### src/rtl/fifo_pkg.sv
// Shared constants and sizing helpers for the stream FIFO family.
package fifo_pkg;

   // Width of the saturating drop counter.
   localparam int DROP_W = 16;

   // Width needed to hold an occupancy of 0 .. depth+1 (array plus output register).
   function automatic int fifo_cw(input int depth);
      return $clog2(depth + 2);
   endfunction

   // Address width of a depth-entry array; never less than one bit.
   function automatic int fifo_aw(input int depth);
      return (depth > 1) ? $clog2(depth) : 1;
   endfunction

endpackage

### src/rtl/fifo_sdp_mem.sv
// Simple dual-port storage array: one synchronous write port, one asynchronous read port.
// Contents are not reset; occupancy tracking in the parent decides what is meaningful.
module fifo_sdp_mem
   import fifo_pkg::*;
#(
   parameter int WIDTH = 4,
   parameter int DEPTH = 16,
   localparam int AW   = fifo_aw(DEPTH)
) (
   input  logic             clk,
   input  logic             wr_en,
   input  logic [AW-1:0]    wr_addr,
   input  logic [WIDTH-1:0] wr_data,
   input  logic [AW-1:0]    rd_addr,
   output logic [WIDTH-1:0] rd_data
);

   logic [WIDTH-1:0] mem_q [DEPTH];

   // Write port: store one word on an accepted push.
   always_ff @(posedge clk) begin
      if (wr_en) mem_q[wr_addr] <= wr_data;
   end

   // Read port: head entry is visible without a clock so the FIFO can fall through.
   always_comb begin
      rd_data = mem_q[rd_addr];
   end

endmodule

### src/rtl/fifo_stream_ctrl.sv
// First-word-fall-through stream FIFO with valid/ready handshakes, optional output
// register, synchronous flush, almost-full/empty flags and telemetry counters.
module fifo_stream_ctrl
   import fifo_pkg::*;
#(
   parameter int WIDTH     = 4,
   parameter int DEPTH     = 16,
   parameter int AF_THRESH = DEPTH - 2,
   parameter int AE_THRESH = 2,
   parameter int OUT_REG   = 0,
   localparam int CW       = fifo_cw(DEPTH)
) (
   input  logic              clk,
   input  logic              reset,
   input  logic              flush,
   input  logic              input_valid,
   output logic              input_ready,
   input  logic [WIDTH-1:0]  input_data,
   output logic              output_valid,
   input  logic              output_ready,
   output logic [WIDTH-1:0]  output_data,
   output logic [CW-1:0]     count,
   output logic              almost_full,
   output logic              almost_empty,
   output logic [CW-1:0]     watermark,
   output logic [DROP_W-1:0] drop_count
);

   localparam int AW = fifo_aw(DEPTH);
   // Total capacity: the array plus the output register when present.
   localparam logic [CW-1:0] CAP  = CW'(DEPTH + OUT_REG);
   // Thresholds are expected to lie within 0 .. DEPTH+1.
   localparam logic [CW-1:0] AF_C = CW'(AF_THRESH);
   localparam logic [CW-1:0] AE_C = CW'(AE_THRESH);
   localparam logic [AW-1:0] LAST = AW'(DEPTH - 1);

   // Pointers wrap by comparison so any depth works, not just powers of two.
   function automatic logic [AW-1:0] ptr_inc(input logic [AW-1:0] p);
      return (p == LAST) ? '0 : p + 1'b1;
   endfunction

   logic [AW-1:0]     wr_ptr_q, wr_ptr_d, rd_ptr_q, rd_ptr_d;
   logic [CW-1:0]     arr_cnt_q, arr_cnt_d, wm_q, wm_d, count_d;
   logic              reg_vld_q, reg_vld_d;
   logic [WIDTH-1:0]  reg_data_q, reg_data_d, rd_data;
   logic [DROP_W-1:0] drop_q, drop_d;
   logic              push, pop, arr_rd, arr_nonempty;

   fifo_sdp_mem #(.WIDTH(WIDTH), .DEPTH(DEPTH)) u_mem (
      .clk     (clk),
      .wr_en   (push),
      .wr_addr (wr_ptr_q),
      .wr_data (input_data),
      .rd_addr (rd_ptr_q),
      .rd_data (rd_data)
   );

   // Handshake, head selection and status outputs, all derived from current state.
   always_comb begin
      count        = arr_cnt_q + CW'(reg_vld_q);
      arr_nonempty = (arr_cnt_q != '0);
      input_ready  = !flush && (count < CAP);
      if (OUT_REG != 0) begin
         output_valid = reg_vld_q && !flush;
         output_data  = reg_data_q;
      end else begin
         output_valid = arr_nonempty && !flush;
         output_data  = rd_data;
      end
      push = input_valid && input_ready;
      pop  = output_valid && output_ready;
      // With the output register, the array feeds it whenever it is empty or being drained.
      if (OUT_REG != 0) arr_rd = (!reg_vld_q || pop) && arr_nonempty && !flush;
      else              arr_rd = pop;
      almost_full  = (count >= AF_C);
      almost_empty = (count <= AE_C);
      watermark    = wm_q;
      drop_count   = drop_q;
   end

   // Next-state logic for pointers, occupancy, output register and counters.
   always_comb begin
      wr_ptr_d   = wr_ptr_q;
      rd_ptr_d   = rd_ptr_q;
      arr_cnt_d  = arr_cnt_q;
      reg_vld_d  = reg_vld_q;
      reg_data_d = reg_data_q;
      drop_d     = drop_q;
      if (flush) begin
         wr_ptr_d  = '0;
         rd_ptr_d  = '0;
         arr_cnt_d = '0;
         reg_vld_d = 1'b0;
      end else begin
         if (push)   wr_ptr_d = ptr_inc(wr_ptr_q);
         if (arr_rd) rd_ptr_d = ptr_inc(rd_ptr_q);
         arr_cnt_d = arr_cnt_q + CW'(push) - CW'(arr_rd);
         if (OUT_REG != 0) begin
            if (arr_rd) begin
               reg_vld_d  = 1'b1;
               reg_data_d = rd_data;
            end else if (pop) begin
               reg_vld_d  = 1'b0;
            end
         end
         if (input_valid && !input_ready && (drop_q != '1)) drop_d = drop_q + 1'b1;
      end
      count_d = arr_cnt_d + CW'(reg_vld_d);
      if (flush)              wm_d = '0;
      else if (count_d > wm_q) wm_d = count_d;
      else                    wm_d = wm_q;
   end

   // Control state: cleared asynchronously so a reset empties the FIFO at once.
   always_ff @(posedge clk or posedge reset) begin
      if (reset) begin
         wr_ptr_q  <= '0;
         rd_ptr_q  <= '0;
         arr_cnt_q <= '0;
         reg_vld_q <= 1'b0;
         wm_q      <= '0;
         drop_q    <= '0;
      end else begin
         wr_ptr_q  <= wr_ptr_d;
         rd_ptr_q  <= rd_ptr_d;
         arr_cnt_q <= arr_cnt_d;
         reg_vld_q <= reg_vld_d;
         wm_q      <= wm_d;
         drop_q    <= drop_d;
      end
   end

   // Output data register: qualified by reg_vld_q, so it needs no reset.
   always_ff @(posedge clk) begin
      reg_data_q <= reg_data_d;
   end

endmodule

### config.mk
export PLATFORM = sky130hd
export DESIGN_NAME = fifo_stream_ctrl
export DESIGN_NICKNAME = d
export VERILOG_FILES = /design/src/rtl/fifo_pkg.sv /design/src/rtl/fifo_sdp_mem.sv /design/src/rtl/fifo_stream_ctrl.sv
export SDC_FILE = /design/constraint.sdc
export NUM_CORES = 1
export LEC_CHECK = 0
export CAP_MARGIN = 10
export CORE_AREA = 8 8 97 99
export CTS_BUF_LIST = sky130_fd_sc_hd__clkbuf_8
export DETAILED_ROUTE_END_ITERATION = 8
export DIE_AREA = 0 0 105 107
export GPL_TIMING_DRIVEN = 0
export PLACE_DENSITY = 0.82
export SYNTH_ARGS = -nofsm -noshare
export SYNTH_HDL_FRONTEND = slang
export SYNTH_SLANG_ARGS = --single-unit
export TNS_END_PERCENT = 20
### constraint.sdc
create_clock -name clk -period 10.4 [get_ports clk]
set_input_delay 1.04 -clock clk [delete_from_list [all_inputs] [get_ports clk]]
set_output_delay 1.04 -clock clk [all_outputs]
set_load 0.005 [all_outputs]
==> run metrics <==
VDD IR max=163 uV; post-cts resize count=0; Port Buffers=42; 1st-pass router iterations=4; area of the die=11,200 sq um; worst hold start=drop_count[15]$_DFFE_PP0P_; final design area excluding fillers=5390 sq um; cell-by-cell trace of the critical path=clkdlybuf4s50_1, nor2b_1, nor3b_4, inv_1, ha_1, inv_1, ha_1, fa_1, nor2b_1, ha_1, o211ai_1, xor2_1, nor2b_1, ha_1, and3_1, and3_1, a31oi_1, nor2b_1, a22o_1; Largest delay share family, worst path=simple AND/OR/NAND/NOR gates; Synth area leaders=sky130_fd_sc_hd__edfxtp_1 42%, sky130_fd_sc_hd__dfrtp_1 19%, sky130_fd_sc_hd__mux4_2 9.8%; number of levels in the clock H-tree=3; worst flop-to-flop path startpoint=arr_cnt_q[0]$_DFF_PP0_; post-route DRC violation count=0; endpoints failing setup=0; mux share of post-synthesis cell area=0.102; fraction of the mapped netlist area in adder cells=0.0667; Clock Pin Slew Worst Setup and Hold Paths=0.10 ns; cell chosen for the clock root=sky130_fd_sc_hd__clkbuf_8; gr ovfl total=0; count of hold buffers inserted by post-cts repair=0; buffering stage count on the worst path with inverters included=3; Tmin final=5.44 ns; cell depth of the worst min-delay path=1; delay of the slowest cell on the worst path=0.51 ns; top cell types by occurrence after synthesis=64 x sky130_fd_sc_hd__edfxtp_1, 35 x sky130_fd_sc_hd__dfrtp_1, 23 x sky130_fd_sc_hd__ha_1, 21 x sky130_fd_sc_hd__inv_1, 20 x sky130_fd_sc_hd__mux4_2; Core ar.=7930 sq um; CTS buffer count=9; Layout area overhead=16.8%; Yosys reg bits=99; flip-flop cell with the highest count after synthesis=sky130_fd_sc_hd__edfxtp_1; RSZ-0062 raised after global routing=no; critical path fanouts, max=8; io pins=43; wirelength, routed=8910 um; total inserted antenna cells=0; final weighted congestion in routability-driven placement=0.767; via count=2,757; count of mapped cells out of synthesis=318; worst clock skew on the final layout=0.00900 ns; most repeated cell in the gate-level netlist after synthesis=sky130_fd_sc_hd__edfxtp_1; post-synthesis compound-gate area fraction=0.0388; crit start category=input pin; number of global-route vias before repair=2,885; routed wire length per instance=18.5 um; CTS tree=yes; DRC marker count from the first detailed-route iteration=79; final max-slew violation count=0; critical register-to-register path endpoint=watermark[1]$_DFFE_PP0P_; combined global-route utilization of all metal layers=0.163; Post-Syn Nets=351; terminating pin of the worst hold path=drop_count[15]$_DFFE_PP0P_; post-synth top area cell=sky130_fd_sc_hd__edfxtp_1; worst hold path type=flop to flop; number of antenna violations at the first check in global routing=0; Via density=5.72; setup slack on the worst flop-to-flop path=5.28 ns; clock insertion delay at the later pin of the skew report=0.36 ns; simple-gate portion of the synthesized area=0.111; XOR/XNOR share of the synthesized area=0.0474; required arrival time at the worst endpoint=10.70 ns; number of buffers added for setup after CTS=0; share of layout cells above drive strength 1=0.133; reported max-cap violation count=0; Synth Cell Area=4620 sq um; path type of the worst setup path=input pin to flop; run status=complete, no violations; Reg2Reg Depth=20; worst-margin pin slew=0.963 ns; starting density of the core=0.582; share of the synthesized area in the top cell type=0.416; largest net degree at the start of global routing=25; vertical extent of the die=107 um; number of warnings printed during yosys synthesis=0; CTS max path bufs=2; # nets final=405; Cell variety after synth=45; power density over cell area=199 nW/um^2; post-detailed-route count of antenna-violating nets=0; remaining max-slew budget at the tightest pin=0.352; Core Rows=33; FMAX=184 MHz; arrival time at the worst endpoint=5.74 ns; critical path's slowest cell=sky130_fd_sc_hd__fa_1; syn avg cell area=14.5 sq um; final number of hold-violating endpoints=0; cell area after placement=5190 sq um; largest family of logic cells by synthesized area=simple AND/OR/NAND/NOR gates; wire length of the first global-routing pass=14,400 um; dpl hpwl=6510 um; final worst-path cycle share=0.523; accumulated negative setup slack=0 ns; Die W=105 um; Num Clock Sinks=99; EDFF count, synth=64; proportion of synthesized chip area in sequential cells=0.606; Async S/R FF share, synth=0.354; leakage dissipation=2.04 nW; Setup crit end kind=flop
-- where the power goes --
| part | switching, W | internal (W) | leakage, nW |
|---|---|---|---|
| Combinational | 0.000178 | 0.000182 | 0.892 |
| Sequential | 0.0000280 | 0.000446 | 1.05 |
| Clock | 0.000144 | 0.0000941 | 0.0996 |
| Total | 0.000350 | 0.000722 | 2.04 |
-- metrics by stage --
stage	util	hold WS [ns]	setup WS (ns)	power [W]	cells
finish	0.680	0.514	4.96	0.00107	482
global route	0.680	0.539	4.62	0.00114	482
CTS	0.680	0.513	4.99	0.00108	482
detailed placement	0.655	0.496	4.67	0.000842	466
global placement	0.652	0.481	4.82	0.000827	465
floorplan	-	0.481	5.75	0.000711	318
-- area by class of cell --
type | instances | area, sq um
well taps | 105 | 131
inverters | 21 | 78.8
multi-input cells | 187 | 1690
plain buffers | 11 | 48.8
clock inverters | 7 | 71.3
clock buffers | 9 | 124
flip-flops and latches | 99 | 2800
repair buffers | 43 | 448
fillers | 581 | 2540
-- state kept, by name, indices dropped and copies added (netlist names) --
signal and cells:
reg_vld_q 1, arr_cnt_q 5, drop_count 16, watermark 5, rd_ptr_q 4, u_mem.mem_q 64
wr_ptr_q 4
-- worst max-delay path by stage --
stage | slack (ns) | cells past startpoint | to | start
detailed placement | 4.67 | 19 | watermark[3]$_DFFE_PP0P_ | flush
finish | 4.96 | 19 | watermark[1]$_DFFE_PP0P_ | flush
global placement | 4.82 | 19 | watermark[1]$_DFFE_PP0P_ | flush
floorplan | 5.75 | 18 | watermark[0]$_DFFE_PP0P_ | input_valid
CTS | 4.99 | 19 | watermark[1]$_DFFE_PP0P_ | flush
global route | 4.62 | 19 | watermark[1]$_DFFE_PP0P_ | flush
-- worst register-to-register path, stage by stage (launching register included) --
cell                       delay (ns)
sky130_fd_sc_hd__dfrtp_1         0.42
sky130_fd_sc_hd__ha_1            0.23
sky130_fd_sc_hd__ha_1            0.24
sky130_fd_sc_hd__and3b_4         0.23
sky130_fd_sc_hd__nor3b_4         0.38
sky130_fd_sc_hd__inv_1           0.23
sky130_fd_sc_hd__ha_1            0.33
sky130_fd_sc_hd__inv_1           0.04
sky130_fd_sc_hd__ha_1            0.20
sky130_fd_sc_hd__fa_1            0.51
sky130_fd_sc_hd__nor2b_1         0.18
sky130_fd_sc_hd__ha_1            0.20
sky130_fd_sc_hd__o211ai_1        0.11
sky130_fd_sc_hd__xor2_1          0.25
sky130_fd_sc_hd__nor2b_1         0.17
sky130_fd_sc_hd__ha_1            0.25
sky130_fd_sc_hd__and3_1          0.18
sky130_fd_sc_hd__and3_1          0.17
sky130_fd_sc_hd__a31oi_1         0.17
sky130_fd_sc_hd__nor2b_1         0.35
sky130_fd_sc_hd__a22o_1          0.20
-- kinds of logic after synthesis --
group,Yosys count
buffers and inverters,32
flip-flops,99
AND/OR/NAND/NOR,89
adder cells (fa/ha/maj),24
XOR/XNOR,25
AO/OA/AOI/OAI,27
multiplexers,22
-- routing by layer --
metal | vias up | GRT usage | wire [um]
li1 | 1293 | - | -
met1 | 1378 | 0.189 | 3850
met2 | 73 | 0.285 | 4500
met3 | 13 | 0.0330 | 428
met4 | 0 | 0.0826 | 142
met5 | - | 0 | 0
-- placed cells by master (no fill, tap or decap), types with 2 or more instances in the layout --
cell and count:
sky130_fd_sc_hd__clkinv_4 2, sky130_fd_sc_hd__nor3_1 5, sky130_fd_sc_hd__mux4_2 20, sky130_fd_sc_hd__nand2_1 11
sky130_fd_sc_hd__o31ai_1 2, sky130_fd_sc_hd__a31oi_1 2, sky130_fd_sc_hd__a22o_1 5, sky130_fd_sc_hd__edfxtp_1 64
sky130_fd_sc_hd__nand3_1 9, sky130_fd_sc_hd__nor2b_1 8, sky130_fd_sc_hd__and2_1 4, sky130_fd_sc_hd__xor2_1 11
sky130_fd_sc_hd__ha_1 23, sky130_fd_sc_hd__clkdlybuf4s50_1 42, sky130_fd_sc_hd__and3_1 8, sky130_fd_sc_hd__nor4_1 4
sky130_fd_sc_hd__xnor2_1 14, sky130_fd_sc_hd__a21oi_1 8, sky130_fd_sc_hd__o21ai_0 5, sky130_fd_sc_hd__clkbuf_8 9
sky130_fd_sc_hd__dfrtp_1 35, sky130_fd_sc_hd__inv_8 3, sky130_fd_sc_hd__buf_1 2, sky130_fd_sc_hd__clkbuf_1 3
sky130_fd_sc_hd__inv_1 21, sky130_fd_sc_hd__nand4_1 8, sky130_fd_sc_hd__and4_1 2, sky130_fd_sc_hd__nor2_1 18
sky130_fd_sc_hd__buf_2 6
Note: power is estimated with default switching activity, not from simulation.
